### config.mk
export PLATFORM = sky130hd
export DESIGN_NAME = instr_fetch_unit
export DESIGN_NICKNAME = d
export VERILOG_FILES = /design/src/rtl/rv32i_pkg.sv /design/src/rtl/fetch_queue2.sv /design/src/rtl/instr_fetch_unit.sv
export SDC_FILE = /design/constraint.sdc
export NUM_CORES = 1
export LEC_CHECK = 0
export ABC_AREA = 1
export BUFFER_PORTS_ARGS = -buffer_cell sky130_fd_sc_hd__buf_2
export CAP_MARGIN = 20
export CORE_AREA = 2 2 137 139
export CTS_BUF_LIST = sky130_fd_sc_hd__clkbuf_2
export DETAILED_ROUTE_END_ITERATION = 10
export DIE_AREA = 0 0 139 141
export PLACE_DENSITY = 0.73
export SKIP_CTS_REPAIR_TIMING = 1
export SLEW_MARGIN = 30
export SYNTH_ARGS = -nofsm -noshare
export SYNTH_HDL_FRONTEND = slang
export SYNTH_SLANG_ARGS = --single-unit
### constraint.sdc
create_clock -name clk -period 7.2 [get_ports clk]
set_clock_uncertainty 0.05 [all_clocks]
set_input_delay 1.44 -clock clk [delete_from_list [all_inputs] [get_ports clk]]
set_output_delay 1.44 -clock clk [all_outputs]
set_load 0.02 [all_outputs]
### src/rtl/rv32i_pkg.sv
// rv32i_pkg: shared fetch types and constants for the RV32I core.
package rv32i_pkg;
  localparam int XLEN = 32;
  localparam int INSTR_BYTES = 4;
  typedef enum logic [1:0] {IDLE, RUN, ERROR} fetch_state_t;
endpackage

### src/rtl/fetch_queue2.sv
// fetch_queue2: 2-entry {pc, instr} FIFO whose head registers drive decode directly.
module fetch_queue2 #(
  parameter int W = 32
) (
  input  logic         clk,
  input  logic         rst,
  input  logic         push,
  input  logic         pop,
  input  logic         flush,
  input  logic [W-1:0] in_pc,
  input  logic [W-1:0] in_instr,
  output logic [1:0]   count,
  output logic [W-1:0] head_pc,
  output logic [W-1:0] head_instr
);
  logic [W-1:0] tail_pc, tail_instr;
  logic use_tail, take_in, to_tail;
  // Head only changes on pop or when an empty queue is filled, so it stays stable while stalled.
  assign use_tail = pop && count == 2'd2;
  assign take_in = push && (count == 2'd0 || (count == 2'd1 && pop));
  assign to_tail = push && !take_in;
  always_ff @(posedge clk or posedge rst) begin
    if (rst) begin
      count <= '0;
      head_pc <= '0;
      head_instr <= '0;
      tail_pc <= '0;
      tail_instr <= '0;
    end else if (flush) begin
      count <= '0;
    end else begin
      count <= count + 2'(push) - 2'(pop);
      if (use_tail) begin
        head_pc <= tail_pc;
        head_instr <= tail_instr;
      end else if (take_in) begin
        head_pc <= in_pc;
        head_instr <= in_instr;
      end
      if (to_tail) begin
        tail_pc <= in_pc;
        tail_instr <= in_instr;
      end
    end
  end
endmodule

### src/rtl/instr_fetch_unit.sv
// instr_fetch_unit: PC owner and sync-read imem fetcher with 2-deep buffer, redirect and squash.
module instr_fetch_unit #(
  parameter int XLEN = 32,
  parameter logic [XLEN-1:0] RESET_PC = 32'h0000_0004
) (
  input  logic            clk,
  input  logic            rst,
  input  logic            fetch_en,
  output logic [XLEN-1:0] imem_addr,
  input  logic [XLEN-1:0] imem_word,
  input  logic            redirect_valid,
  input  logic [XLEN-1:0] redirect_pc,
  output logic            out_valid,
  output logic [XLEN-1:0] out_pc,
  output logic [XLEN-1:0] out_instr,
  input  logic            out_ready,
  output logic            fetch_error
);
  import rv32i_pkg::*;
  fetch_state_t state, state_n;
  logic inflight, issue, pop, push, misaligned;
  logic [XLEN-1:0] inflight_pc;
  logic [1:0] count;
  assign pop = out_valid && out_ready;
  assign push = inflight && !redirect_valid;
  assign misaligned = redirect_pc[1:0] != 2'b00;
  assign out_valid = count != 2'd0;
  assign fetch_error = state == ERROR;
  always_ff @(posedge clk or posedge rst) begin
    if (rst) state <= IDLE;
    else state <= state_n;
  end
  // Occupancy counts the in-flight word so the queue can never overflow when it returns.
  always_comb begin
    state_n = state;
    issue = 1'b0;
    state_n = redirect_valid ? (misaligned ? ERROR : (fetch_en ? RUN : IDLE))
            : state == ERROR ? ERROR : (fetch_en ? RUN : IDLE);
    issue = state == RUN && fetch_en && !redirect_valid &&
            (3'(count) + 3'(inflight)) < (3'd2 + 3'(pop));
  end
  always_ff @(posedge clk or posedge rst) begin
    if (rst) begin
      imem_addr <= RESET_PC;
      inflight <= 1'b0;
      inflight_pc <= '0;
    end else begin
      inflight <= issue;
      if (issue) inflight_pc <= imem_addr;
      if (redirect_valid && !misaligned) imem_addr <= redirect_pc;
      else if (issue) imem_addr <= imem_addr + XLEN'(INSTR_BYTES);
    end
  end
  fetch_queue2 #(.W(XLEN)) u_queue (
    .clk(clk),
    .rst(rst),
    .push(push),
    .pop(pop),
    .flush(redirect_valid),
    .in_pc(inflight_pc),
    .in_instr(imem_word),
    .count(count),
    .head_pc(out_pc),
    .head_instr(out_instr)
  );
endmodule

# Yosys cells after proc, flatten, opt, wreduce, memory -nomap -nowiden

Cells that the tools add are included.

Bitwise logic cells: 1
$lt $le $gt $ge: 1
Reduce and logical (&&, ||, !) cells: 21
$add $sub $neg: 5
Eq/ne operators: 4
Multiplexer cells: 11

Operators with widths:

| kind                  | number |
|---|---|
| $mux 32               | 6 |
| $add 32x3->32 const B | 1 |
| $logic_and 1x1->1     | 10 |
| $mux 2                | 4 |
| $reduce_bool 2->1     | 4 |
| $eq 2x1->1 const B    | 2 |
| $eq 2x2->1 const B    | 2 |
| $reduce_and 2->1      | 2 |
| $add 2x1->3           | 1 |
| $add 2x1->3 const A   | 1 |
| $logic_not 1->1       | 3 |
| $lt 3x3->1            | 1 |
| $add 2x1->2           | 1 |
| $logic_not 2->1       | 1 |
| $sub 2x1->2           | 1 |
| $logic_or 1x1->1      | 1 |
| $mux 1                | 1 |
| $not 1->1             | 1 |

Input port bits: 69
Logic and storage cells: 52
Register bits after elaboration: 197
Output and inout bits: 98

# Depth between registers and ports, before layout

Depth after elaboration: 8
Gate-level depth with buffers: 11
Mapped depth without buffers: 11

# Modules after synthesis

Synthesis repeated with hierarchy kept, for this count alone.

Cells, all modules: 1310
Area, all modules: 10050.9 µm²

By module, submodules not included:

| module           | instances | cells an instance | area each (µm²) | sequential area each (µm²) |
|---|---|---|---|---|
| fetch_queue2     | 1         | 801               | 6373.6          | 3253.1 |
| instr_fetch_unit | 1         | 509               | 3677.3          | 1677.9 |

# Worst setup path after synthesis

No wires, ideal clock.

Kind: input to register
Start point: input redirect_pc[0]
End point: register imem_addr[15]
Path slack: 4779 ps
Cell stages on the path: 6
Required time: 7033 ps
Path buffers: 1
Setup time: 117 ps
Arrival: 2254 ps
Cells stage by stage: nor2_1 -> nand2_1 -> clkbuf_1 -> or2_2 -> nand3_1 -> nand2_1

Cells in the longest elaborated chain, start to end: 4
Elaborated cells on any way between the ends: 5
Those cells by class: mux (1); reduce/logical (4)

RTL lines:

| what                                                | line                   | RTL |
|---|---|---|
| start: declaration                                  | instr_fetch_unit.sv:12 | `input logic [XLEN-1:0] redirect_pc,` |
| $reduce_bool 2->1 (*)                               | instr_fetch_unit.sv:26 | `assign misaligned = redirect_pc[1:0] != 2'b00;` |
| $logic_not 1->1 (*)                                 | instr_fetch_unit.sv:50 | `if (redirect_valid && !misaligned) imem_addr <= redirect_pc;` |
| $logic_and 1x1->1 (*)                               | instr_fetch_unit.sv:50 |  |
| $mux 32 / $reduce_bool 2->1 (equally long branches) | -                      |  |
| end signal: assignment                              | instr_fetch_unit.sv:50 |  |
| end signal: assignment                              | instr_fetch_unit.sv:51 | `else if (issue) imem_addr <= imem_addr + XLEN'(INSTR_BYTES);` |
| end: declaration                                    | instr_fetch_unit.sv:9  | `output logic [XLEN-1:0] imem_addr,` |

Mark *: on every way between the ends. The rest lies on a longest branch, timed or not.
A chain may end at the register's enable or synchronous reset.

# Worst setup path in the final report

Start point: register u_queue.count[0]
End point: output out_valid

Cells in the longest elaborated chain, start to end: 1

RTL lines:

| what                     | line                   | RTL |
|---|---|---|
| start: declaration       | fetch_queue2.sv:12     | `output logic [1:0] count,` |
| start signal: assignment | fetch_queue2.sv:32     | `count <= count + 2'(push) - 2'(pop);` |
| $reduce_bool 2->1        | instr_fetch_unit.sv:27 | `assign out_valid = count != 2'd0;` |
| end: declaration         | instr_fetch_unit.sv:13 | `output logic out_valid,` |

Every way passes these cells.

==> metrics.log <==
[metrics] class of the worst hold path: flip-flop to flip-flop
[metrics] number of cells in the finished layout apart from fillers: 1536
[metrics] static leakage power: 5.60 nW
[metrics] largest family of logic cells by synthesized area: simple AND/OR/NAND/NOR gates
[metrics] dpl ws: 3.75 ns
[metrics] Slowest cell on crit path: dfrtp_1
[metrics] Final Max Tran Viols: 0
[metrics] Die Width: 139 um
[metrics] final net count: 1363
[metrics] Post-Syn Area per Cell: 7.97 um2
[metrics] number of cell rows: 50
[metrics] initial antenna violation count: 0
[metrics] largest driver fanout on the critical path: 4
[metrics] residual antenna-violating net count after detailed routing: 0
[metrics] Clock Tree Root: clkbuf_2
[metrics] post-synthesis instance area: 0.00921 mm2
[metrics] Rel. slew slack: 0.387
[metrics] number of cells in the design after placement: 1503
[metrics] final antenna diode count: 0
[metrics] first-pass detailed-route iteration total: 5
[metrics] share of synthesized area occupied by flip-flops and latches: 0.536
[metrics] share of final-layout standard cells stronger than drive strength 1: 0.183
[metrics] total routed wirelength: 20.5 mm
[metrics] WL/cell: 13.4 um
[metrics] share of synthesized area spent on multiplexers: 0
[metrics] power density normalized to cell area: 313 mW/mm2
[metrics] Sequential Power Share: 0.502
[metrics] actual transition at the worst max-transition pin: 0.920 ns
[metrics] die height: 141 um
[metrics] CP delay by family, top: flip-flops
[metrics] xor-xnor portion of the synthesized cell area: 0.00380
[metrics] Main synth FF type: dfrtp_1
[metrics] number of enable flip-flop cells after synthesis: 0
[metrics] CP cell instances: inv_1 -> nand2_1 -> buf_2
[metrics] Clock power frac: 0.148
[metrics] status: completed
[metrics] nature of the critical path endpoint: primary output
[metrics] endpoints failing hold: 0
[metrics] clk sinks: 197
[metrics] Yosys warning count: 0
[metrics] Critical Path RT: 5.71 ns
[metrics] Critical path buffers and inverters: 2
[metrics] number of buffers inserted during clock tree synthesis: 17
[metrics] proportion of total power due to net switching: 0.408
[metrics] number of violations reported at the end of detailed-routing iteration 0: 521
[metrics] Vias per Instance: 5.00
[metrics] setup repair after global routing missed its margin: false
[metrics] CTS clock-pin slew for the worst setup and hold paths: 0.26 ns
[metrics] Total Die Area: 0.0196 mm2
[metrics] critical path launch point type: flip-flop
[metrics] max frequency: 327 MHz
[metrics] vias: 7685
[metrics] number of violations of the max-capacitance limit: 0
[metrics] Combinational Power Share: 0.351
[metrics] Synth Net Count: 1230
[metrics] via count of the first global-routing pass: 6776
[metrics] CP max stage delay: 0.44 ns
[metrics] final-report setup violation count: 0
[metrics] Global Route Usage Sum: 0.209
[metrics] Area growth syn-to-layout: 11.8%
[metrics] biggest area contributors in the synthesized netlist: dfrtp_1 (53%), nand2_1 (11%), nor2_1 (7.5%)
[metrics] library cell with the largest summed area after synthesis: dfrtp_1
[metrics] Skew-Pair Late Insertion Delay: 0.74 ns
[metrics] clock tree from TritonCTS: built
[metrics] largest net degree at the start of global routing: 130
[metrics] # port buffers: 166
[metrics] leading cell type in the layout, fill and taps excluded: nand2_1
[metrics] switching power: 1.32 mW
[metrics] share of the clock period used by the worst path: 0.424
[metrics] critical path class: flip-flop to primary output
[metrics] area fraction in compound gates after synthesis: 0.142
[metrics] number of standard cells after synthesis: 1156
[metrics] post-synthesis async set-or-reset flop share: 1.00
[metrics] Core Box Area: 0.0183 mm2
[metrics] starting utilization of the core area: 0.504
[metrics] H-Tree Depth: 4
[metrics] half-perimeter wire length after detailed placement: 13.8 mm
[metrics] Peak VDD IR: 0.181 mV
[metrics] overflow left after global routing: 0
[metrics] post-route DRC violation count: 0
[metrics] adder and majority cell fraction of the synthesized area: 0.00679
[metrics] area fraction of the dominant cell type after synthesis: 0.533
[metrics] Post-Synth Simple-Gate Area: 0.222
[metrics] number of inserted filler cells in the final layout: 1709
[metrics] Pint: 1.91 mW
[metrics] flip-flop and latch count after synthesis: 197
[metrics] weighted congestion at the end of routability-driven global placement: 0.867
[metrics] final worst path period need: 3.05 ns
[metrics] distinct cell type count after synthesis: 28
[metrics] post-layout worst setup margin: 4.15 ns
[metrics] most frequent cells in the layout: nand2_1 (264), dfrtp_1 (196), nor2_1 (183), buf_2 (166), a21oi_1 (132)
[metrics] setup total negative slack: 0 ns
[metrics] data arrival time of the worst path: 1.56 ns
[metrics] count of pins on the block boundary: 167
[metrics] first-pass GRT wire length: 33.6 mm
[metrics] number of buffers on the longest clock path: 2
-- worst paths after layout --
kind / start / endpoint / slack [ns] / cells after the start
max reg2reg: inflight / imem_addr[12] / 4.68 / 8
min in group asynchronous: rst / u_queue.tail_instr[0] / 0.69 / 2
max in group asynchronous: rst / u_queue.head_pc[6] / 5.24 / 4
max: u_queue.count[0] / out_valid / 4.15 / 3
min: u_queue.tail_instr[8] / u_queue.tail_instr[8] / 0.47 / 2
min reg2reg: u_queue.tail_instr[8] / u_queue.tail_instr[8] / 0.47 / 2
-- cell usage after synthesis, types with 9 or more instances --
library cell and instances:
dfrtp_1 196, a21oi_1 132, buf_6 9, nand2_1 265, inv_1 124, clkbuf_1 13, nand3_1 51, buf_2 27
nor2_1 183, o21ai_0 89, o21ai_2 15
-- state kept, by name (all words and copies together), names as in the netlist --
| register | cells |
|---|---|
| u_queue.tail_instr | 32 |
| u_queue.head_instr | 32 |
| imem_addr | 32 |
| state | 2 |
| inflight | 1 |
| u_queue.head_pc | 32 |
| inflight_pc | 32 |
| u_queue.count | 2 |
| u_queue.tail_pc | 32 |
-- stage by stage --
step,total power [mW],utilization,hold WS [ns],cell area [um2]
3_3_place_gp,2.73,0.551,0.412,10100
5_1_grt,3.45,0.564,0.493,10300
4_1_cts,3.25,0.562,0.469,10300
2_1_floorplan,2.36,-,0.398,9210
3_5_place_dp,2.77,0.552,0.419,10100
6_report,3.22,0.564,0.468,10300
-- logic make-up after synthesis --
group                      count (synthesis)
adders and majority gates                  5
xor gates and xnor gates                   4
and+or+nand+nor                          517
DFF                                      197
buffers and inverters                    186
AOI/OAI and AO/OA                        247
-- power by group through the flow --
stage                     combinational [mW]  clock (mW)  sequential (mW)
after global placement                  1.10           0             1.64
after detailed placement                1.13           0             1.64
after floorplan                        0.508           0             1.85
final                                   1.13       0.476             1.62
after global routing                    1.26       0.541             1.66
after CTS                               1.14       0.497             1.62
-- tightest hold or removal path: stages, from the launching register on --
cell     delay [ns]
dfrtp_1        0.40
nand2_1        0.05
o21ai_0        0.06
-- area by class of cell --
cell class	instances	area, um2	area share
Clock inverter	12	91.3	0.00887
Multi-Input combinational cell	773	3490	0.339
Clock buffer	20	100	0.00972
Sequential cell	197	4930	0.479
Tap cell	234	293	0.0284
Inverter	128	493	0.0479
Timing Repair Buffer	172	896	0.0870
-- per-layer routing --
layer / routed length, um / vias to the layer above / track usage / share of wire
li1: - / 3923 / - / -
met2: 8840 / 245 / 0.309 / 0.43
met4: 250 / 0 / 0.0526 / 0.012
met1: 10100 / 3497 / 0.322 / 0.49
met5: 0 / - / 0 / 0
met3: 1310 / 20 / 0.0370 / 0.064
Note: power is estimated with default switching activity, not from simulation.
